==> config.mk <==
export PLATFORM = sky130hd
export DESIGN_NAME = pb_cmd_decoder_flat
export DESIGN_NICKNAME = d
export VERILOG_FILES = /design/src/rtl/pb_cmd_decoder_if.sv /design/src/rtl/pb_cmd_decoder.sv /design/src/flat_wrapper.sv
export SDC_FILE = /design/constraint.sdc
export NUM_CORES = 1
export LEC_CHECK = 0
export ABC_AREA = 0
export CELL_PAD_IN_SITES_DETAIL_PLACEMENT = 2
export CELL_PAD_IN_SITES_GLOBAL_PLACEMENT = 2
export CORE_MARGIN = 1.5
export CORE_UTILIZATION = 30
export CTS_BUF_LIST = sky130_fd_sc_hd__clkbuf_4 sky130_fd_sc_hd__clkbuf_8
export CTS_CLUSTER_DIAMETER = 200
export DETAILED_ROUTE_END_ITERATION = 12
export MAX_ROUTING_LAYER = met4
export PLACE_DENSITY = 0.72
export SLEW_MARGIN = 15
export SYNTH_ARGS = -nofsm -noshare
export SYNTH_HDL_FRONTEND = slang
export SYNTH_SLANG_ARGS = --single-unit
export TNS_END_PERCENT = 5
==> constraint.sdc <==
create_clock -name clk -period 6.4 [get_ports clk]
set_input_delay 0.96 -clock clk [delete_from_list [all_inputs] [get_ports clk]]
set_output_delay 0.96 -clock clk [all_outputs]
set_load 0.02 [all_outputs]
==> src/rtl/pb_cmd_decoder_if.sv <==
// Button-to-command bus: raw buttons in, debounced levels and mode/divider commands out.
// The decoder owns the slave side; the master side drives pb_in and observes the commands.
interface pb_cmd_decoder_if #(
   parameter int NPB = 21
);
   logic [NPB-1:0] pb_in;
   logic [NPB-1:0] pb_stable;
   logic [2:0]     mode;
   logic           mode_change;
   logic [7:0]     divider;
   logic           div_change;

   modport master (
      output pb_in,
      input  pb_stable, mode, mode_change, divider, div_change
   );

   modport slave (
      input  pb_in,
      output pb_stable, mode, mode_change, divider, div_change
   );
endinterface

==> src/rtl/pb_cmd_decoder.sv <==
// Push-button front end for the idle animation: sync, debounce, rising-edge detect,
// auto-repeat of the speed buttons, and saturating mode/divider command registers.
module pb_cmd_decoder #(
   parameter int NPB          = 21,
   parameter int DEBOUNCE     = 3,
   parameter int REPEAT_DELAY = 50,
   parameter int REPEAT_RATE  = 10,
   parameter int DIV_STEP     = 2,
   parameter int DIV_MIN      = 0,
   parameter int DIV_MAX      = 20,
   parameter int DIV_RESET    = 2
) (
   input logic             clk,
   input logic             reset,
   pb_cmd_decoder_if.slave bus
);
   localparam int DW   = (DEBOUNCE > 1) ? $clog2(DEBOUNCE) : 1;
   localparam int RMAX = (REPEAT_DELAY > REPEAT_RATE) ? REPEAT_DELAY : REPEAT_RATE;
   localparam int RW   = $clog2(RMAX + 1);

   logic [NPB-1:0] sync1, sync2, stable, stable_q, rise;
   logic [DW-1:0]  db_cnt [NPB];
   logic [RW-1:0]  rep_cnt [2];
   logic [1:0]     rep_first;
   logic [1:0]     spd_stable, spd_rise, spd_fire;
   logic           up_ev, dn_ev, sel_ok;
   logic [2:0]     mode, mode_idx;
   logic           mode_change, div_change;
   logic [7:0]     divider, div_next;
   logic [8:0]     div_up, div_dn;

   always_ff @(posedge clk or posedge reset) begin
      if (reset) begin
         sync1    <= '0;
         sync2    <= '0;
         stable   <= '0;
         stable_q <= '0;
         for (int i = 0; i < NPB; i++) db_cnt[i] <= '0;
      end else begin
         sync1    <= bus.pb_in;
         sync2    <= sync1;
         stable_q <= stable;
         for (int i = 0; i < NPB; i++) begin
            if (sync2[i] != stable[i]) begin
               if (db_cnt[i] == DW'(DEBOUNCE - 1)) begin
                  stable[i] <= sync2[i];
                  db_cnt[i] <= '0;
               end else begin
                  db_cnt[i] <= db_cnt[i] + 1'b1;
               end
            end else begin
               db_cnt[i] <= '0;
            end
         end
      end
   end

   assign rise = stable & ~stable_q;

   // Index 0 is the up button (pb[8]), index 1 the down button (pb[11]).
   always_comb begin
      spd_stable = {stable[11], stable[8]};
      spd_rise   = {rise[11], rise[8]};
      for (int b = 0; b < 2; b++) begin
         spd_fire[b] = spd_stable[b] & ~spd_rise[b] &
                       (rep_cnt[b] == (rep_first[b] ? RW'(REPEAT_DELAY) : RW'(REPEAT_RATE)));
      end
      up_ev = spd_rise[0] | spd_fire[0];
      dn_ev = spd_rise[1] | spd_fire[1];
   end

   // rep_cnt holds the number of cycles since the last event on that button.
   always_ff @(posedge clk or posedge reset) begin
      if (reset) begin
         for (int b = 0; b < 2; b++) rep_cnt[b] <= '0;
         rep_first <= '1;
      end else begin
         for (int b = 0; b < 2; b++) begin
            if (spd_rise[b] || spd_fire[b]) begin
               rep_cnt[b]   <= RW'(1);
               rep_first[b] <= spd_rise[b];
            end else if (!spd_stable[b]) begin
               rep_cnt[b]   <= '0;
               rep_first[b] <= 1'b1;
            end else begin
               rep_cnt[b]   <= rep_cnt[b] + 1'b1;
            end
         end
      end
   end

   always_comb begin
      mode_idx = '0;
      for (int i = 0; i < 8; i++) begin
         if (stable[i]) mode_idx = 3'(i);
      end
      sel_ok = (|rise[7:0]) && $onehot(stable[7:0]);

      div_up   = {1'b0, divider} + 9'(DIV_STEP);
      div_dn   = ({1'b0, divider} < 9'(DIV_MIN + DIV_STEP)) ? 9'(DIV_MIN)
                                                            : {1'b0, divider} - 9'(DIV_STEP);
      div_next = divider;
      if (up_ev && !dn_ev) begin
         div_next = (div_up > 9'(DIV_MAX)) ? 8'(DIV_MAX) : div_up[7:0];
      end else if (dn_ev && !up_ev) begin
         div_next = div_dn[7:0];
      end
   end

   always_ff @(posedge clk or posedge reset) begin
      if (reset) begin
         mode        <= '0;
         mode_change <= 1'b0;
         divider     <= 8'(DIV_RESET);
         div_change  <= 1'b0;
      end else begin
         mode_change <= sel_ok;
         if (sel_ok) mode <= mode_idx;
         divider     <= div_next;
         div_change  <= (div_next != divider);
      end
   end

   assign bus.pb_stable   = stable;
   assign bus.mode        = mode;
   assign bus.mode_change = mode_change;
   assign bus.divider     = divider;
   assign bus.div_change  = div_change;
endmodule

==> src/flat_wrapper.sv <==
// flat-port wrapper written by rule: the top's interface ports become plain ports
module pb_cmd_decoder_flat 
#(
   parameter int NPB          = 21,
   parameter int DEBOUNCE     = 3,
   parameter int REPEAT_DELAY = 50,
   parameter int REPEAT_RATE  = 10,
   parameter int DIV_STEP     = 2,
   parameter int DIV_MIN      = 0,
   parameter int DIV_MAX      = 20,
   parameter int DIV_RESET    = 2
)
  (clk, reset, bus_pb_in, bus_pb_stable, bus_mode, bus_mode_change, bus_divider, bus_div_change);
  pb_cmd_decoder_if #(.NPB(NPB)) bus_i ();
  input logic clk;
  input logic reset;
  input wire logic [$bits(bus_i.pb_in)-1:0] bus_pb_in;
  output wire logic [$bits(bus_i.pb_stable)-1:0] bus_pb_stable;
  output wire logic [$bits(bus_i.mode)-1:0] bus_mode;
  output wire logic [$bits(bus_i.mode_change)-1:0] bus_mode_change;
  output wire logic [$bits(bus_i.divider)-1:0] bus_divider;
  output wire logic [$bits(bus_i.div_change)-1:0] bus_div_change;
  assign bus_i.pb_in = bus_pb_in;
  assign bus_pb_stable = bus_i.pb_stable;
  assign bus_mode = bus_i.mode;
  assign bus_mode_change = bus_i.mode_change;
  assign bus_divider = bus_i.divider;
  assign bus_div_change = bus_i.div_change;
  pb_cmd_decoder #(.NPB(NPB), .DEBOUNCE(DEBOUNCE), .REPEAT_DELAY(REPEAT_DELAY), .REPEAT_RATE(REPEAT_RATE), .DIV_STEP(DIV_STEP), .DIV_MIN(DIV_MIN), .DIV_MAX(DIV_MAX), .DIV_RESET(DIV_RESET)) u_core (.clk(clk), .reset(reset), .bus(bus_i));
endmodule
==> results of run 1 <==
==> worst max-delay path, stage by stage (launching register included) <==
cell and delay (ns):
dfrtp_1 0.48, inv_1 0.13, ha_1 0.29, inv_1 0.05
fa_1 0.42, fa_1 0.48, inv_1 0.08, ha_1 0.15
inv_1 0.05, fa_1 0.48, nand4b_1 0.09, nor2_1 0.36
o311ai_0 0.22, o21a_1 0.14
==> area by class of cell <==
class	instances	area, um^2
Clock buffer	18	248
Sequential cell	142	3560
Timing Repair Buffer	57	568
Inverter	34	133
Multi-Input combinational cell	264	1930
Clock inverter	14	254
Fill cell	1831	11200
Antenna cell	1	2.50
Tap cell	229	287
==> routing by layer <==
layer  vias to the layer above  global-route usage [%]  wire, um
li1                       1681                       -         -
met1                      1902                    15.9      5210
met2                        61                    23.9      6260
met3                        17                    4.55       433
met4                         0                    4.82       180
met5                         -                       -         0
==> path summary, 6_finish.rpt <==
| kind | slack, ns | startpoint | cells past startpoint | endpoint |
|---|---|---|---|---|
| worst min-delay path | 0.35 | u_core.sync1[5] | 0 | u_core.sync2[5] |
| worst min register to register | 0.35 | u_core.sync1[5] | 0 | u_core.sync2[5] |
| worst max register to register | 2.88 | u_core.bus.pb_stable[5] | 13 | u_core.bus.mode[1] |
| worst max-delay path | 2.88 | u_core.bus.pb_stable[5] | 13 | u_core.bus.mode[1] |
| max in group asynchronous | 4.11 | reset | 3 | u_core.stable_q[4] |
| min in group asynchronous | 1.04 | reset | 2 | u_core.bus.divider[0] |
==> report_power, final <==
part	leakage, nW	internal, mW	switching, mW
Combinational	1.01	0.637	0.745
Sequential	1.76	1.17	0.278
Clock	0.248	0.523	0.363
==> state kept, by name (all words and copies together), names as in the netlist <==
name,flops
u_core.rep_first,2
u_core.bus.mode_change,1
u_core.db_cnt,42
u_core.sync2,21
u_core.sync1,21
u_core.bus.pb_stable,21
u_core.bus.mode,3
u_core.bus.divider,8
u_core.rep_cnt,12
u_core.bus.div_change,1
u_core.stable_q,10
==> kinds of logic (layout without fill, tap and decap cells) <==
family / count (synthesis) / in the layout / synth area share [%]
and+or+nand+nor: 132 / 132 / 12.8
adders and majority gates: 18 / 18 / 4.52
AOI/OAI and AO/OA: 68 / 68 / 9.05
buffers and inverters: 40 / 123 / 2.84
xor gates and xnor gates: 32 / 32 / 4.97
muxes: 14 / 14 / 2.77
other: 0 / 1 / 0
DFF: 142 / 142 / 63.0
==> layout by cell type (no fill, tap or decap), types with 3 or more instances in the layout <==
cell type / instances
nor4_1: 3
inv_1: 33
nor2_1: 31
xnor2_1: 27
nor3b_1: 13
xor2_1: 5
clkinv_4: 3
a22oi_1: 3
nand2_1: 10
a21boi_0: 3
clkbuf_8: 18
nor2b_1: 16
a31oi_1: 3
bufinv_16: 6
inv_6: 3
a31o_2: 8
mux2_2: 13
a21oi_1: 18
o22ai_1: 5
nand3_1: 10
clkdlybuf4s50_1: 56
ha_1: 14
nor3_1: 33
dfstp_2: 3
fa_1: 4
o21ai_0: 4
dfrtp_1: 139
==> through the flow <==
step	instance area (um^2)	hold WS [ns]	worst slack [ns]
floorplan	5640	0.331	1.64
finish	6970	0.352	2.88
global route	6970	0.361	2.63
global placement	6470	0.333	3.06
CTS	6970	0.356	2.83
detailed placement	6470	0.336	2.83
==> flow_summary.yaml, run 1 <==
status:
  status: "finished clean"
routing:
  first_iter_violations: 108
  drcViolationCount: 0
  viasPerCell: 4.82
  ant_nets: 0
  first_pass_iters: 4
  wirelength_um: 12100
  vias: 3661
  wl_per_cell_um: 15.9
finish:
  syn_to_final_growth_pct: 23.6
  layout.cells.non_filler: 759
  drive_gt1_share_pct: 13.2
  fin_nets: 557
  fin_util_pct: 38.3
setup_path:
  crit_required_ns: 6.74
  path_max_fanout: 7
  end_kind: "flip-flop"
  critPathKind: "flip-flop to flip-flop"
  arrival_ns: 3.86
  start_kind: "flip-flop"
cts:
  clock_latency_ns: 0.45
  cts_htree_levels: 4
  path_clk_slew_ns: 0.08
  cts_buffers: 17
  cts_hold_buf: 0
  cts_root_buf: "clkbuf_8"
  cts_setup_buffers: 0
  cts_sinks: 142
  cts.path.max_buffers: 2
  cts.repair.resized: 0
  cts_tree: "yes"
die:
  fp.dieH_um: 140
  core.rowCount: 49
  core_area_um2: 18200
  die_w_um: 140
  initial_core_util_pct: 31.0
  die_area_um2: 19600
  boundaryPins: 57
sta:
  rsz0062_at_grt: "false"
  hold_viol_final: 0
  drv_slew: 0
  skew_ns: 0.00804
  relSlewSlack_pct: 49.9
  setup_tns_ns: 0
  finalCriticalPeriod_ns: 3.52
  finalCritPeriodShare_pct: 55.1
  worst_pin_slew_ns: 0.751
  fmax_ghz: 0.284
  setup_viol: 0
synth:
  synth_common_cells: "dfrtp_1 (139), inv_1 (34), nor3_1 (33)"
  syn-cell-area_um2: 5640
  synth_top_cell_area_share_pct: 61.6
  synth_area_leaders: "dfrtp_1 (62%), xnor2_1 (4.2%), ha_1 (3.1%), nor3_1 (2.9%), mux2_2 (2.6%)"
  synthArstFlopShare_pct: 100
  yosysSeqAreaShare_pct: 63.0
  syn_area_per_cell_um2: 12.7
  yosysWarnings: 0
  yosysTopAreaCell: "dfrtp_1"
  synthCells: 446
  syn_nets: 487
  ys_ff_latch: 142
  ys.flop_type: "dfrtp_1"
  synth_edf_count: 0
  synth.distinct_cells: 52
  yosysMostFrequentCell: "dfrtp_1"
power:
  powerDensity_nw_per_um2: 532
  power.total_mw: 3.71
  power_leakage_nw: 3.02
  vdd_drop_max_v: 0.000185
global_route:
  track_usage_pct: 14.2
  grt_max_degree: 85
  grt_pass1_vias: 4203
  grt_overflow: 0
  antenna_found_initial: 1
  grt_pass1_wl_um: 21300
placement:
  dp_hpwl_um: 8530
  place_congestion: 0.849
  placed_cells: 726
  portBuffers: 56
run:
  drv_cap: 0
worst_hold_path:
  hold_class: "flip-flop to flip-flop"
Note: power is estimated with default switching activity, not from simulation.
==> run 2: changes to the inputs <==
--- a/config.mk
+++ b/config.mk
@@ -14,7 +14,7 @@
 export CTS_CLUSTER_DIAMETER = 200
 export DETAILED_ROUTE_END_ITERATION = 12
 export MAX_ROUTING_LAYER = met4
-export PLACE_DENSITY = 0.72
+export PLACE_DENSITY = 0.74
 export SLEW_MARGIN = 15
 export SYNTH_ARGS = -nofsm -noshare
 export SYNTH_HDL_FRONTEND = slang
==> constraint.sdc (replaced) <==
create_clock -name clk -period 3.1 [get_ports clk]
set_input_delay 0.465 -clock clk [delete_from_list [all_inputs] [get_ports clk]]
set_output_delay 0.465 -clock clk [all_outputs]
set_load 0.02 [all_outputs]
==> run 2 against run 1 <==
Against the previous run:
- the run now ends with setup timing left
- sequential power up 100%
- core utilization grew 0.61 points
- critical path depth unchanged
- via count up 1.7%
- sequential cell count did not move
- final cell count increased by 2.0%
- final area up 1.6%
- critical path type unchanged
==> flow_summary.yaml, run 2 (synthesized netlist as in run 1, its figures left out) <==
sta:
  fmax_ghz: 0.314
  setup_slack_ns: -0.0869
  relSlewSlack_pct: 49.1
  worst_pin_slew_ns: 0.763
  skew_ns: 0.0116
  hold_viol_final: 0
  drv_slew: 0
  hold-worst-slack_ns: 0.346
  rsz0062_at_grt: "true"
  finalCriticalPeriod_ns: 3.19
  finalCritPeriodShare_pct: 103
  setup_viol: 3
run:
  drv_cap: 0
cts:
  path_clk_slew_ns: 0.08
  cts_tree: "yes"
  clock_latency_ns: 0.45
  cts_buffers: 17
  cts_sinks: 142
  cts.path.max_buffers: 2
  cts_hold_buf: 0
  cts_root_buf: "clkbuf_8"
  cts_htree_levels: 4
setup_path:
  crit_required_ns: 3.46
  cp_cell_sequence: "ha_2, inv_1, fa_2, fa_1, inv_1, ha_2, inv_2, fa_1, nand4b_1, nor2_2, buf_6, nor2_4, a31oi_2"
  slowest_delay_ns: 0.51
  cp_slowest_cell: "fa_1"
  start_kind: "flip-flop"
  r2r_cells: 13
  critPathKind: "flip-flop to flip-flop"
  rr_endpoint: "u_core.bus.mode[2]"
  arrival_ns: 3.55
  r2r-start: "u_core.bus.pb_stable[6]"
  path_max_fanout: 6
  end_kind: "flip-flop"
  cp_num_buf_inv: 4
  crit_family: "adder cells"
  cp.depth: 13
  regToRegSetupSlack_ns: -0.09
global_route:
  track_usage_pct: 14.5
  antenna_found_initial: 0
  grt_pass1_wl_um: 21800
  grt_max_degree: 143
  grt_pass1_vias: 4359
  grt_overflow: 0
worst_hold_path:
  hold_class: "flip-flop to flip-flop"
  min_path_cells: 0
  holdPathEnd: "u_core.sync2[3]"
  worst_hold_startpoint: "u_core.sync1[3]"
status:
  failed_checks: "setup timing"
  status: "finished with violations"
finish:
  fill_cells: 1842
  final_cell_area_um2: 7090
  num_antenna_cells: 0
  fin_nets: 575
  drive_gt1_share_pct: 19.4
  syn_to_final_growth_pct: 25.6
  final_cell_mix: "dfrtp_1 (137), clkdlybuf4s50_1 (56), nor3_1 (33), nor2_1 (28)"
  largest_register: "u_core.db_cnt"
  largest_reg_flops: 42
  mostFrequentLayoutCell: "dfrtp_1"
power:
  power_leakage_nw: 3.04
  vdd_drop_max_v: 0.000428
  powerDensity_nw_per_um2: 1100
routing:
  wl_per_cell_um: 16.5
  ant_nets: 0
  vias: 3724
  drcViolationCount: 0
  first_pass_iters: 4
  viasPerCell: 4.81
  first_iter_violations: 118
  wirelength_um: 12800
placement:
  placed_area_um2: 6550
  dp_hpwl_um: 8590
  portBuffers: 56
  place_congestion: 0.832
die:
  fp.dieH_um: 140
  core.rowCount: 49
  die_area_um2: 19600
  initial_core_util_pct: 31.0
  core_area_um2: 18200
  die_w_um: 140
  boundaryPins: 57
## run 2: worst register-to-register path, stage by stage, from the launching register on
cell and delay (ns):
dfrtp_1 0.40, ha_2 0.32, inv_1 0.06, fa_2 0.42, fa_1 0.50, inv_1 0.09, ha_2 0.17, inv_2 0.04
fa_1 0.51, nand4b_1 0.12, nor2_2 0.17, buf_6 0.16, nor2_4 0.03, a31oi_2 0.14
## run 2: layout make-up
class | instances | area [um^2] | area share, %
sequential | 142 | 3560 | 50.2
multi-input combinational | 264 | 2000 | 28.2
timing repair buffer | 75 | 719 | 10.2
tap | 229 | 287 | 4.04
clock buffer | 21 | 277 | 3.90
inverter | 34 | 136 | 1.92
clock inverter | 9 | 111 | 1.57
## run 2: worst max path at each step
stage                       startpoint                 end  slack, ns
3_5_place_dp   u_core.bus.pb_stable[5]  u_core.bus.mode[2]      -0.14
5_1_grt        u_core.bus.pb_stable[2]  u_core.bus.mode[2]      -0.24
3_3_place_gp   u_core.bus.pb_stable[5]  u_core.bus.mode[1]       0.09
4_1_cts        u_core.bus.pb_stable[5]  u_core.bus.mode[2]      -0.09
6_report       u_core.bus.pb_stable[6]  u_core.bus.mode[2]      -0.09
2_1_floorplan  u_core.bus.pb_stable[4]  u_core.bus.mode[1]      -0.17
## run 2: stage by stage
step                util, %  TNS (ns)  worst slack (ns)  power [mW]  cells
finish                 38.9    -0.215           -0.0869        7.81    774
global route           38.9    -0.784            -0.236        8.39    774
CTS                    38.5    -0.239           -0.0921        7.69    770
detailed placement     36.0    -0.389            -0.143        6.01    735
global placement       36.0         0            0.0936        5.74    735
floorplan                 -    -0.175            -0.165        4.79    446
## run 2: where the power goes
part / leakage, nW / switching (mW) / internal (mW)
combinational: 1.09 / 1.76 / 1.62
sequential: 1.76 / 0.544 / 2.41
clock: 0.195 / 0.703 / 0.770
total: 3.04 / 3.01 / 4.80
## run 2: routing by layer
metal	part of all wire, %	vias up	GRT usage, %
met5	0	-	-
met4	1.6	0	5.04
met3	3.5	17	3.90
met2	54	61	25.2
met1	41	1932	16.0
li1	-	1714	-
## run 2: timing repair
item,CTS,global route
pin swaps,4,8
endpoints found under the setup margin,4,4
buffers inserted,5,4
gates cloned,0,0
resized for setup,8,17
